===== src/rtl/bp_common_pkg.sv =====
// Shared definitions for the stall-profiling block.
//   bp_stall_prof_state_e : controller FSM states
//   stall_idx_*           : counter-index map (reason counters, then commit, then cycle)
package bp_common_pkg;

    typedef enum logic [1:0] {
        e_run   = 2'd0,
        e_dump  = 2'd1,
        e_clear = 2'd2
    } bp_stall_prof_state_e;

    localparam int unsigned stall_idx_unknown_gp = 0;

    // Commit and cycle counters sit directly above the reason counters.
    function automatic int unsigned stall_idx_commit(input int unsigned num_reasons);
        return num_reasons;
    endfunction

    function automatic int unsigned stall_idx_cycle(input int unsigned num_reasons);
        return num_reasons + 1;
    endfunction

endpackage


===== src/rtl/bp_nonsynth_sat_counter.sv =====
// Saturating up-counter with synchronous clear.
//   clk_i, reset_n_i : clock, synchronous active-low reset
//   clear_i          : zero the count (wins over en_i)
//   en_i             : increment by one unless already at all-ones
//   count_o          : current count
module bp_nonsynth_sat_counter #(
    parameter int width_p = 32
) (
    input  logic               clk_i,
    input  logic               reset_n_i,
    input  logic               clear_i,
    input  logic               en_i,
    output logic [width_p-1:0] count_o
);

    logic [width_p-1:0] count_d, count_q;

    always_comb begin
        count_d = count_q;
        if (clear_i)                      count_d = '0;
        else if (en_i && (count_q != '1)) count_d = count_q + 1'b1;
    end

    always_ff @(posedge clk_i) begin
        if (!reset_n_i) count_q <= '0;
        else            count_q <= count_d;
    end

    assign count_o = count_q;

endmodule


===== src/rtl/bsg_priority_encode.sv =====
// Priority encoder.
//   i      : request vector
//   addr_o : index of the winning set bit (0 when none set)
//   v_o    : any bit of i set
// lo_to_hi_p=0 gives priority to the highest set index.
module bsg_priority_encode #(
    parameter int width_p     = 1,
    parameter bit lo_to_hi_p  = 1'b0,
    localparam int lg_width_lp = (width_p > 1) ? $clog2(width_p) : 1
) (
    input  logic [width_p-1:0]     i,
    output logic [lg_width_lp-1:0] addr_o,
    output logic                   v_o
);

    always_comb begin
        addr_o = '0;
        v_o    = |i;
        // The last match in scan order wins, so scan toward the priority end.
        if (lo_to_hi_p) begin
            for (int k = width_p - 1; k >= 0; k--) begin
                if (i[k]) addr_o = lg_width_lp'(k);
            end
        end else begin
            for (int k = 0; k < width_p; k++) begin
                if (i[k]) addr_o = lg_width_lp'(k);
            end
        end
    end

endmodule


===== src/rtl/bp_nonsynth_stall_profile_ctrl.sv =====
// Stall-cause profiler: counts, per cycle, either a commit or the dominant
// stall reason, plus total cycles, and streams the counters out on request.
//   clk_i, reset_n_i        : clock, synchronous active-low reset
//   commit_v_i              : instruction retired this cycle
//   stall_reason_i          : multi-hot stall causes (ignored on commit)
//   clear_i                 : zero all counters
//   dump_i                  : stream all counters, idx 0 .. num_reasons_p+1
//   dump_v_o/dump_ready_i   : beat handshake
//   dump_idx_o/dump_data_o  : beat index / counter value (data 0 when not valid)
//   busy_o                  : controller not counting
module bp_nonsynth_stall_profile_ctrl
    import bp_common_pkg::*;
#(
    parameter int num_reasons_p = 10,
    parameter int cnt_width_p   = 32,
    localparam int idx_width_lp = $clog2(num_reasons_p + 2)
) (
    input  logic                     clk_i,
    input  logic                     reset_n_i,
    input  logic                     commit_v_i,
    input  logic [num_reasons_p-1:0] stall_reason_i,
    input  logic                     clear_i,
    input  logic                     dump_i,
    output logic                     dump_v_o,
    input  logic                     dump_ready_i,
    output logic [idx_width_lp-1:0]  dump_idx_o,
    output logic [cnt_width_p-1:0]   dump_data_o,
    output logic                     busy_o
);

    localparam int num_ctr_lp    = num_reasons_p + 2;
    localparam int commit_idx_lp = stall_idx_commit(num_reasons_p);
    localparam int cycle_idx_lp  = stall_idx_cycle(num_reasons_p);
    localparam int enc_width_lp  = (num_reasons_p > 1) ? $clog2(num_reasons_p) : 1;

    bp_stall_prof_state_e            state_d, state_q;
    logic [idx_width_lp-1:0]         dump_idx_d, dump_idx_q;

    logic [enc_width_lp-1:0]         enc_addr;
    logic                            enc_v;
    logic [enc_width_lp-1:0]         reason_idx;
    logic [num_ctr_lp-1:0]           ctr_en;
    logic                            ctr_clr;
    logic [num_ctr_lp-1:0][cnt_width_p-1:0] ctr_cnt;

    bsg_priority_encode #(
        .width_p    (num_reasons_p),
        .lo_to_hi_p (1'b0)
    ) reason_enc (
        .i      (stall_reason_i),
        .addr_o (enc_addr),
        .v_o    (enc_v)
    );

    // No cause flagged means the stall is attributed to "unknown".
    assign reason_idx = enc_v ? enc_addr : enc_width_lp'(stall_idx_unknown_gp);

    always_comb begin
        state_d    = state_q;
        dump_idx_d = dump_idx_q;
        unique case (state_q)
            e_run: begin
                if (clear_i) begin
                    state_d = e_clear;
                end else if (dump_i) begin
                    state_d    = e_dump;
                    dump_idx_d = '0;
                end
            end
            e_dump: begin
                if (dump_ready_i) begin
                    if (dump_idx_q == idx_width_lp'(cycle_idx_lp)) begin
                        state_d    = e_run;
                        dump_idx_d = '0;
                    end else begin
                        dump_idx_d = dump_idx_q + 1'b1;
                    end
                end
            end
            e_clear: state_d = e_run;
            default: state_d = e_run;
        endcase
    end

    always_ff @(posedge clk_i) begin
        if (!reset_n_i) begin
            state_q    <= e_run;
            dump_idx_q <= '0;
        end else begin
            state_q    <= state_d;
            dump_idx_q <= dump_idx_d;
        end
    end

    // Only e_run counts; e_dump freezes, e_clear zeroes and drops the cycle.
    always_comb begin
        ctr_en = '0;
        if (state_q == e_run) begin
            ctr_en[cycle_idx_lp] = 1'b1;
            if (commit_v_i) ctr_en[commit_idx_lp] = 1'b1;
            else            ctr_en[reason_idx]    = 1'b1;
        end
    end

    assign ctr_clr = (state_q == e_clear);

    for (genvar g = 0; g < num_ctr_lp; g++) begin : g_ctr
        bp_nonsynth_sat_counter #(
            .width_p (cnt_width_p)
        ) ctr (
            .clk_i     (clk_i),
            .reset_n_i (reset_n_i),
            .clear_i   (ctr_clr),
            .en_i      (ctr_en[g]),
            .count_o   (ctr_cnt[g])
        );
    end

    assign dump_v_o    = (state_q == e_dump);
    assign busy_o      = (state_q != e_run);
    assign dump_idx_o  = dump_idx_q;
    assign dump_data_o = dump_v_o ? ctr_cnt[dump_idx_q] : '0;

endmodule


===== config.mk =====
export PLATFORM = sky130hd
export DESIGN_NAME = bp_nonsynth_stall_profile_ctrl
export DESIGN_NICKNAME = d
export VERILOG_FILES = /design/src/rtl/bp_common_pkg.sv /design/src/rtl/bp_nonsynth_sat_counter.sv /design/src/rtl/bsg_priority_encode.sv /design/src/rtl/bp_nonsynth_stall_profile_ctrl.sv
export SDC_FILE = /design/constraint.sdc
export NUM_CORES = 1
export LEC_CHECK = 0
export BUFFER_PORTS_ARGS = -buffer_cell sky130_fd_sc_hd__buf_2
export CAP_MARGIN = 40
export CELL_PAD_IN_SITES_DETAIL_PLACEMENT = 1
export CELL_PAD_IN_SITES_GLOBAL_PLACEMENT = 2
export CORE_MARGIN = 2
export CORE_UTILIZATION = 43
export DETAILED_ROUTE_END_ITERATION = 7
export GPL_ROUTABILITY_DRIVEN = 1
export PLACE_DENSITY = 0.92
export SKIP_CTS_REPAIR_TIMING = 1
export SYNTH_ARGS = -nofsm -noshare
export SYNTH_HDL_FRONTEND = slang
export SYNTH_HIERARCHICAL = 1
export SYNTH_SLANG_ARGS = --single-unit
export TNS_END_PERCENT = 30

===== constraint.sdc =====
create_clock -name clk_i -period 5.75 [get_ports clk_i]
set_input_delay 0.8625 -clock clk_i [delete_from_list [all_inputs] [get_ports clk_i]]
set_output_delay 0.8625 -clock clk_i [all_outputs]
set_load 0.01 [all_outputs]

-- Yosys cells after proc, flatten, opt, wreduce, memory -nomap -nowiden
Index checks and enable logic that the tools add are counted.
- flip-flop bits (word level): 390
- bits of input ports: 16
- output and inout port bits: 38
- logic and storage cells: 99
- add/subtract/negate cells: 13
- magnitude comparators: 3
- equal/unequal tests: 20
- muxes and demuxes: 28
- bitwise operators: 1
- reductions and logical operators: 20
- operators by type and width (kind ; number):
    adder 32 x 1 -> 32 bit, second input constant ; 12
    inequality test 32 bit, second input constant ; 12
    binary-select mux 32 bit (select 4 bit) ; 1
    two-way mux 32 bit ; 2
    two-way mux 4 bit ; 7
    logical AND 1 bit ; 13
    two-way mux 12 bit ; 1
    two-way mux 2 bit ; 6
    two-way mux 3 bit ; 4
    less-than comparator 4 x 5 -> 1 bit, second input constant ; 2
    two-way mux 10 bit ; 1
    OR reduction 10 bit ; 1
    case mux 4 bit (2 select lines) ; 1
    adder 4 x 1 -> 4 bit, second input constant ; 1
    demux 1 bit (select 4 bit) ; 1
    == test 4 bit, second input constant ; 1
    >= comparator 4 x 1 -> 1 bit, second input constant ; 1
    inequality test 2 x 1 -> 1 bit, second input constant ; 2
    inequality test 2 bit, second input constant ; 2
    case mux 2 bit (2 select lines) ; 1
    AND reduction 4 bit ; 1
    nonzero test 2 bit ; 2
    two-way mux 1 bit ; 3
    inequality test 3 bit, second input constant ; 1
    other kinds (6) ; 6

-- Logic depth before layout (Yosys ltp)
- word-level depth: 17
- mapped depth: 12
- depth with buffers taken out: 11

-- Cells and area by module
Netlist, hierarchy kept.
- modules (own cells, without submodules) (module ; times used ; cells an instance ; area an instance (um^2) ; sequential area each (um^2)):
    bp_nonsynth_sat_counter ; 12 ; 203 ; 1667.8 ; 640.6
    bp_nonsynth_stall_profile_ctrl ; 1 ; 359 ; 3524.6 ; 120.1
    bsg_priority_encode ; 1 ; 15 ; 90.1 ; 0.0

-- Worst setup path after synthesis
Ideal clock, no wire load.
- path kind: input to register
- start point: in stall_reason_i[3]
- end point: reg g_ctr[8].ctr.count_q[18]
- library setup time: 128 ps
- data arrival time: 3060 ps
- required time: 5622 ps
- setup slack: 2563 ps
- stages on the path: 11
- path buffers: 1
- cells stage by stage: nor2_1 -> nor3_1 -> o31a_1 -> nor3b_1 -> nand2_1 -> nor3b_1 -> clkbuf_1 -> nand4_1 -> a2111oi_0 -> xnor2_1 -> nor2_1
- cells in the longest elaborated chain, start to end: 15
- elaborated cells between the ends (all ways): 17
- those cells by class: order compare: 2; mux: 12; reduce/logical: 3
- ends and longest elaborated chain (element ; line ; source):
    start, declared ; bp_nonsynth_stall_profile_ctrl.sv:21 ; input logic [num_reasons_p-1:0] stall_reason_i,
    two-way mux 2 bit (*) ; bsg_priority_encode.sv:26 ; if (i[k]) addr_o = lg_width_lp'(k);
    two-way mux 3 bit (*) (4 in a row) ; bsg_priority_encode.sv:26 ;
    two-way mux 4 bit (*) (2 in a row) ; bsg_priority_encode.sv:26 ;
    via enc_addr[1] ; bp_nonsynth_stall_profile_ctrl.sv:39 ; logic [enc_width_lp-1:0] enc_addr;
    two-way mux 4 bit (*) ; bp_nonsynth_stall_profile_ctrl.sv:56 ; assign reason_idx = enc_v ? enc_addr : enc_width_lp'(stall_idx_unknown_gp);
    less-than comparator 4 x 5 -> 1 bit (implied by the code) / >= comparator 4 x 1 -> 1 bit (equally long branches) ; bp_nonsynth_stall_profile_ctrl.sv:101 ; else ctr_en[reason_idx] = 1'b1;
    logical AND 1 bit (implied by the code) ; bp_nonsynth_stall_profile_ctrl.sv:101 ;
    two-way mux 1 bit (implied by the code) ; bp_nonsynth_stall_profile_ctrl.sv:101 ;
    demux 1 bit (select 4 bit) (*) ; bp_nonsynth_stall_profile_ctrl.sv:101 ;
    two-way mux 10 bit (*) ; bp_nonsynth_stall_profile_ctrl.sv:100 ; if (commit_v_i) ctr_en[commit_idx_lp] = 1'b1;
    two-way mux 12 bit (*) ; bp_nonsynth_stall_profile_ctrl.sv:98 ; if (state_q == e_run) begin
    via ctr_en[8] ; bp_nonsynth_stall_profile_ctrl.sv:42 ; logic [num_ctr_lp-1:0] ctr_en;
    logical AND 1 bit (*) ; bp_nonsynth_sat_counter.sv:21 ; else if (en_i && (count_q != '1)) count_d = count_q + 1'b1;
    end signal, assigned ; bp_nonsynth_sat_counter.sv:26 ; else count_q <= count_d;
    end, declared ; bp_nonsynth_sat_counter.sv:16 ; logic [width_p-1:0] count_d, count_q;
Mark *: on every way through the listed nets, which the timed path passes. The rest lies on a longest branch.
A chain may end at the register's enable or synchronous reset.

-- Worst setup path after layout
- start point: reg dump_idx_q[0] (netlist: dump_idx_o[0])
- end point: out dump_data_o[7]
- cells in the longest elaborated chain, start to end: 3
- ends and longest elaborated chain (element ; line ; source):
    start, declared ; bp_nonsynth_stall_profile_ctrl.sv:37 ; logic [idx_width_lp-1:0] dump_idx_d, dump_idx_q;
    start signal, assigned ; bp_nonsynth_stall_profile_ctrl.sv:91 ; dump_idx_q <= dump_idx_d;
    binary-select mux 32 bit (select 4 bit) ; bp_nonsynth_stall_profile_ctrl.sv:122 ; assign dump_data_o = dump_v_o ? ctr_cnt[dump_idx_q] : '0;
    two-way mux 32 bit (implied by the code) ; bp_nonsynth_stall_profile_ctrl.sv:122 ;
    two-way mux 32 bit ; bp_nonsynth_stall_profile_ctrl.sv:122 ;
    end, declared ; bp_nonsynth_stall_profile_ctrl.sv:27 ; output logic [cnt_width_p-1:0] dump_data_o,
No other way between the ends. The select of a mux whose other input is x is not followed.

==> results.tsv <==
metric	value	unit
fmax	0.238	GHz
syn nets	2839	
IO Count	54	
Internal Power	4.74	mW
DRT Pass-1 Iters	5	
Fill cells	6423	
Starting Density	0.437	
crit-path cells	buf_4 -> mux4_2 -> o211ai_1 -> nand2_1 -> buf_2	
pwr dens	239	mW/mm^2
Vias	23600	
Net Sw Frac	0.237	
Mapped Area	0.0236	mm^2
Synth Area per Inst	8.41	um^2
Layout Cells excl Fill	3541	
Worst-Skew Late Latency	620	ps
total negative slack	0	ps
Period Utilization, post-route	0.730	
Die Area	0.0568	mm^2
Fin Hold WS	496	ps
Worst Path Max Fanout	47	
CTS tree	built	
Slowest cell on crit path	dfxtp_4	
Setup violations, final	0	
count of cell types in the netlist	56	
Yosys warning total	6	
final critical path time including I/O delays and setup	4200	ps
layout cells sized above 1	0.124	
number of remaining DRC errors	0	
CORE AREA	0.0540	mm^2
CTS Root Cell	clkbuf_16	
Post-Syn Instances	2810	
Main synth FF type	dfxtp_1	
most common cell after layout, fill and taps aside	dfxtp_1	
CTS H-tree depth	2	
element type at the critical path end	primary output	
worst path required time	4890	ps
Layout area overhead	10.1	%
total gr overflow	0	
post-placement cell area	0.0243	mm^2
placed instance count	3451	
Peak VDD IR	0.210	mV
CP max stage delay	910	ps
Routed Antenna Nets	0	
port bufs	53	
Setup crit start kind	flip-flop	
Die H	238	um
status	complete, no violations	
vias in the first global route	23200	
Core Rows	85	
commonest cells after routing, fill and taps aside	dfxtp_1, a21oi_1, nand2_1	
maxcap violations	0	
Comb power frac	0.040	
sequential fraction of the synthesis area	0.330	
total CTS buffers	48	
global-route wire length before repair	134	mm
DR vias/cell	6.66	
RSZ-0062 raised after global routing	false	
Slew Viols, Final	0	
GR Util All Layers	0.301	
EDFF count, synth	0	
fraction of registers with async set/reset	0	
Static Leak	7.87	nW
final wirelength	87.0	mm
Clock Tree Buf Depth	3	
Fin. Hold Viols	0	
final instance area	0.0260	mm^2
Final Skew	22.9	ps
Placer Congestion	0.994	
hold crit path type	flip-flop to flip-flop	
CP Buf/Inv Count	2	
largest net degree at the start of global routing	66	
initial antenna violation count	1	
synthesized flop and latch total	390	
Flop pwr share	0.439	
part of the power in the clock network	0.521	
DR WL/cell	24.6	um
CP top delay family	flip-flops	
Worst-Margin Slew	995	ps
Final Util	0.481	
Reg clk slew, reported paths	60	ps
clock sink count	390	
crit path kind	flip-flop to primary output	
WP data arrival	3340	ps
1st-iter DRT viols	2095	
nets	2835	
Sw Pwr	1.47	mW
Slew HR	0.337	
DP Wirelength	64.7	mm
die width	238	um
cells in the mapped netlist (14+ instances only):
library cell | number | area (um^2)
dfxtp_1 | 390 | 7810
a21oi_1 | 254 | 1270
nand2_1 | 248 | 931
nor2_1 | 208 | 781
or3_1 | 180 | 1130
nand4_1 | 169 | 1060
nand3_1 | 125 | 626
o21ai_1 | 121 | 606
and3_1 | 110 | 688
xnor2_1 | 108 | 946
clkbuf_1 | 79 | 297
mux2i_1 | 76 | 761
mux4_2 | 64 | 1440
o21ai_0 | 61 | 305
o211ai_1 | 44 | 330
a211oi_1 | 36 | 270
and4_1 | 36 | 315
or2_2 | 36 | 225
a22oi_1 | 31 | 233
buf_2 | 31 | 155
inv_1 | 29 | 109
nand2b_1 | 26 | 163
nor4_2 | 25 | 313
a2111oi_0 | 24 | 210
a31o_1 | 24 | 210
nor3_2 | 24 | 240
or4_1 | 24 | 180
nor3_1 | 17 | 85.1
nor2b_1 | 16 | 100
buf_4 | 15 | 113
and2_1 | 14 | 87.6
cells by family after synthesis:
| kind of cell | synth area share |
|---|---|
| multiplexers | 0.0937 |
| AND/OR/NAND/NOR | 0.314 |
| adder cells (fa/ha/maj) | 0.00688 |
| XOR/XNOR | 0.0400 |
| flip-flops | 0.330 |
| AO/OA/AOI/OAI | 0.180 |
| buffers and inverters | 0.0344 |
worst min-delay path, stage by stage (launching register included):
cell and delay (ps):
dfxtp_1 330, nand2_1 60, mux2i_1 60
per-stage QoR:
stage                     power (mW)  setup slack, ps
after floorplan                 2.95             2560
after global placement          3.02             1720
after detailed placement        3.03             1550
after CTS                       6.25             1530
after global routing            6.39             1450
final                           6.21             1550
cell type report:
type | count | area [um^2] | area share
well taps | 696 | 871 | 0.0335
clock inverters | 12 | 170 | 0.00654
repair buffers | 83 | 522 | 0.0201
diodes | 1 | 2.50 | 0.0000962
multi-input cells | 2254 | 15000 | 0.578
inverters | 29 | 109 | 0.00419
flip-flops and latches | 390 | 7810 | 0.300
clock buffers | 76 | 1500 | 0.0576
layer usage:
metal  vias up  track usage  share of wire
li1      10700            -              -
met3       182       0.0550          0.074
met4         0        0.127          0.043
met1     11800        0.397           0.43
met2       836        0.484           0.46
met5         -            0              0
power by group through the flow:
stage | sequential, mW | combinational [mW] | clock [mW]
final | 2.73 | 0.246 | 3.23
after global routing | 2.73 | 0.265 | 3.40
after CTS | 2.73 | 0.242 | 3.28
after detailed placement | 2.79 | 0.241 | 0
after global placement | 2.79 | 0.231 | 0
after floorplan | 2.77 | 0.173 | 0
flip-flops by register name (all words and copies together) (netlist names):
| register | cells |
|---|---|
| state_q | 2 |
| g_ctr.ctr/count_o | 384 |
| dump_idx_o | 4 |
path summary, 6_finish.rpt:
check | startpoint | end | slack, ps | cells past startpoint
max | dump_idx_o[0] | dump_data_o[7] | 1550 | 5
min | g_ctr[8].ctr/count_o[30] | g_ctr[8].ctr/count_o[30] | 500 | 2
max reg2reg | state_q[0] | g_ctr[2].ctr/count_o[18] | 2480 | 7
min reg2reg | g_ctr[8].ctr/count_o[30] | g_ctr[8].ctr/count_o[30] | 500 | 2
Note: power is estimated with default switching activity, not from simulation.
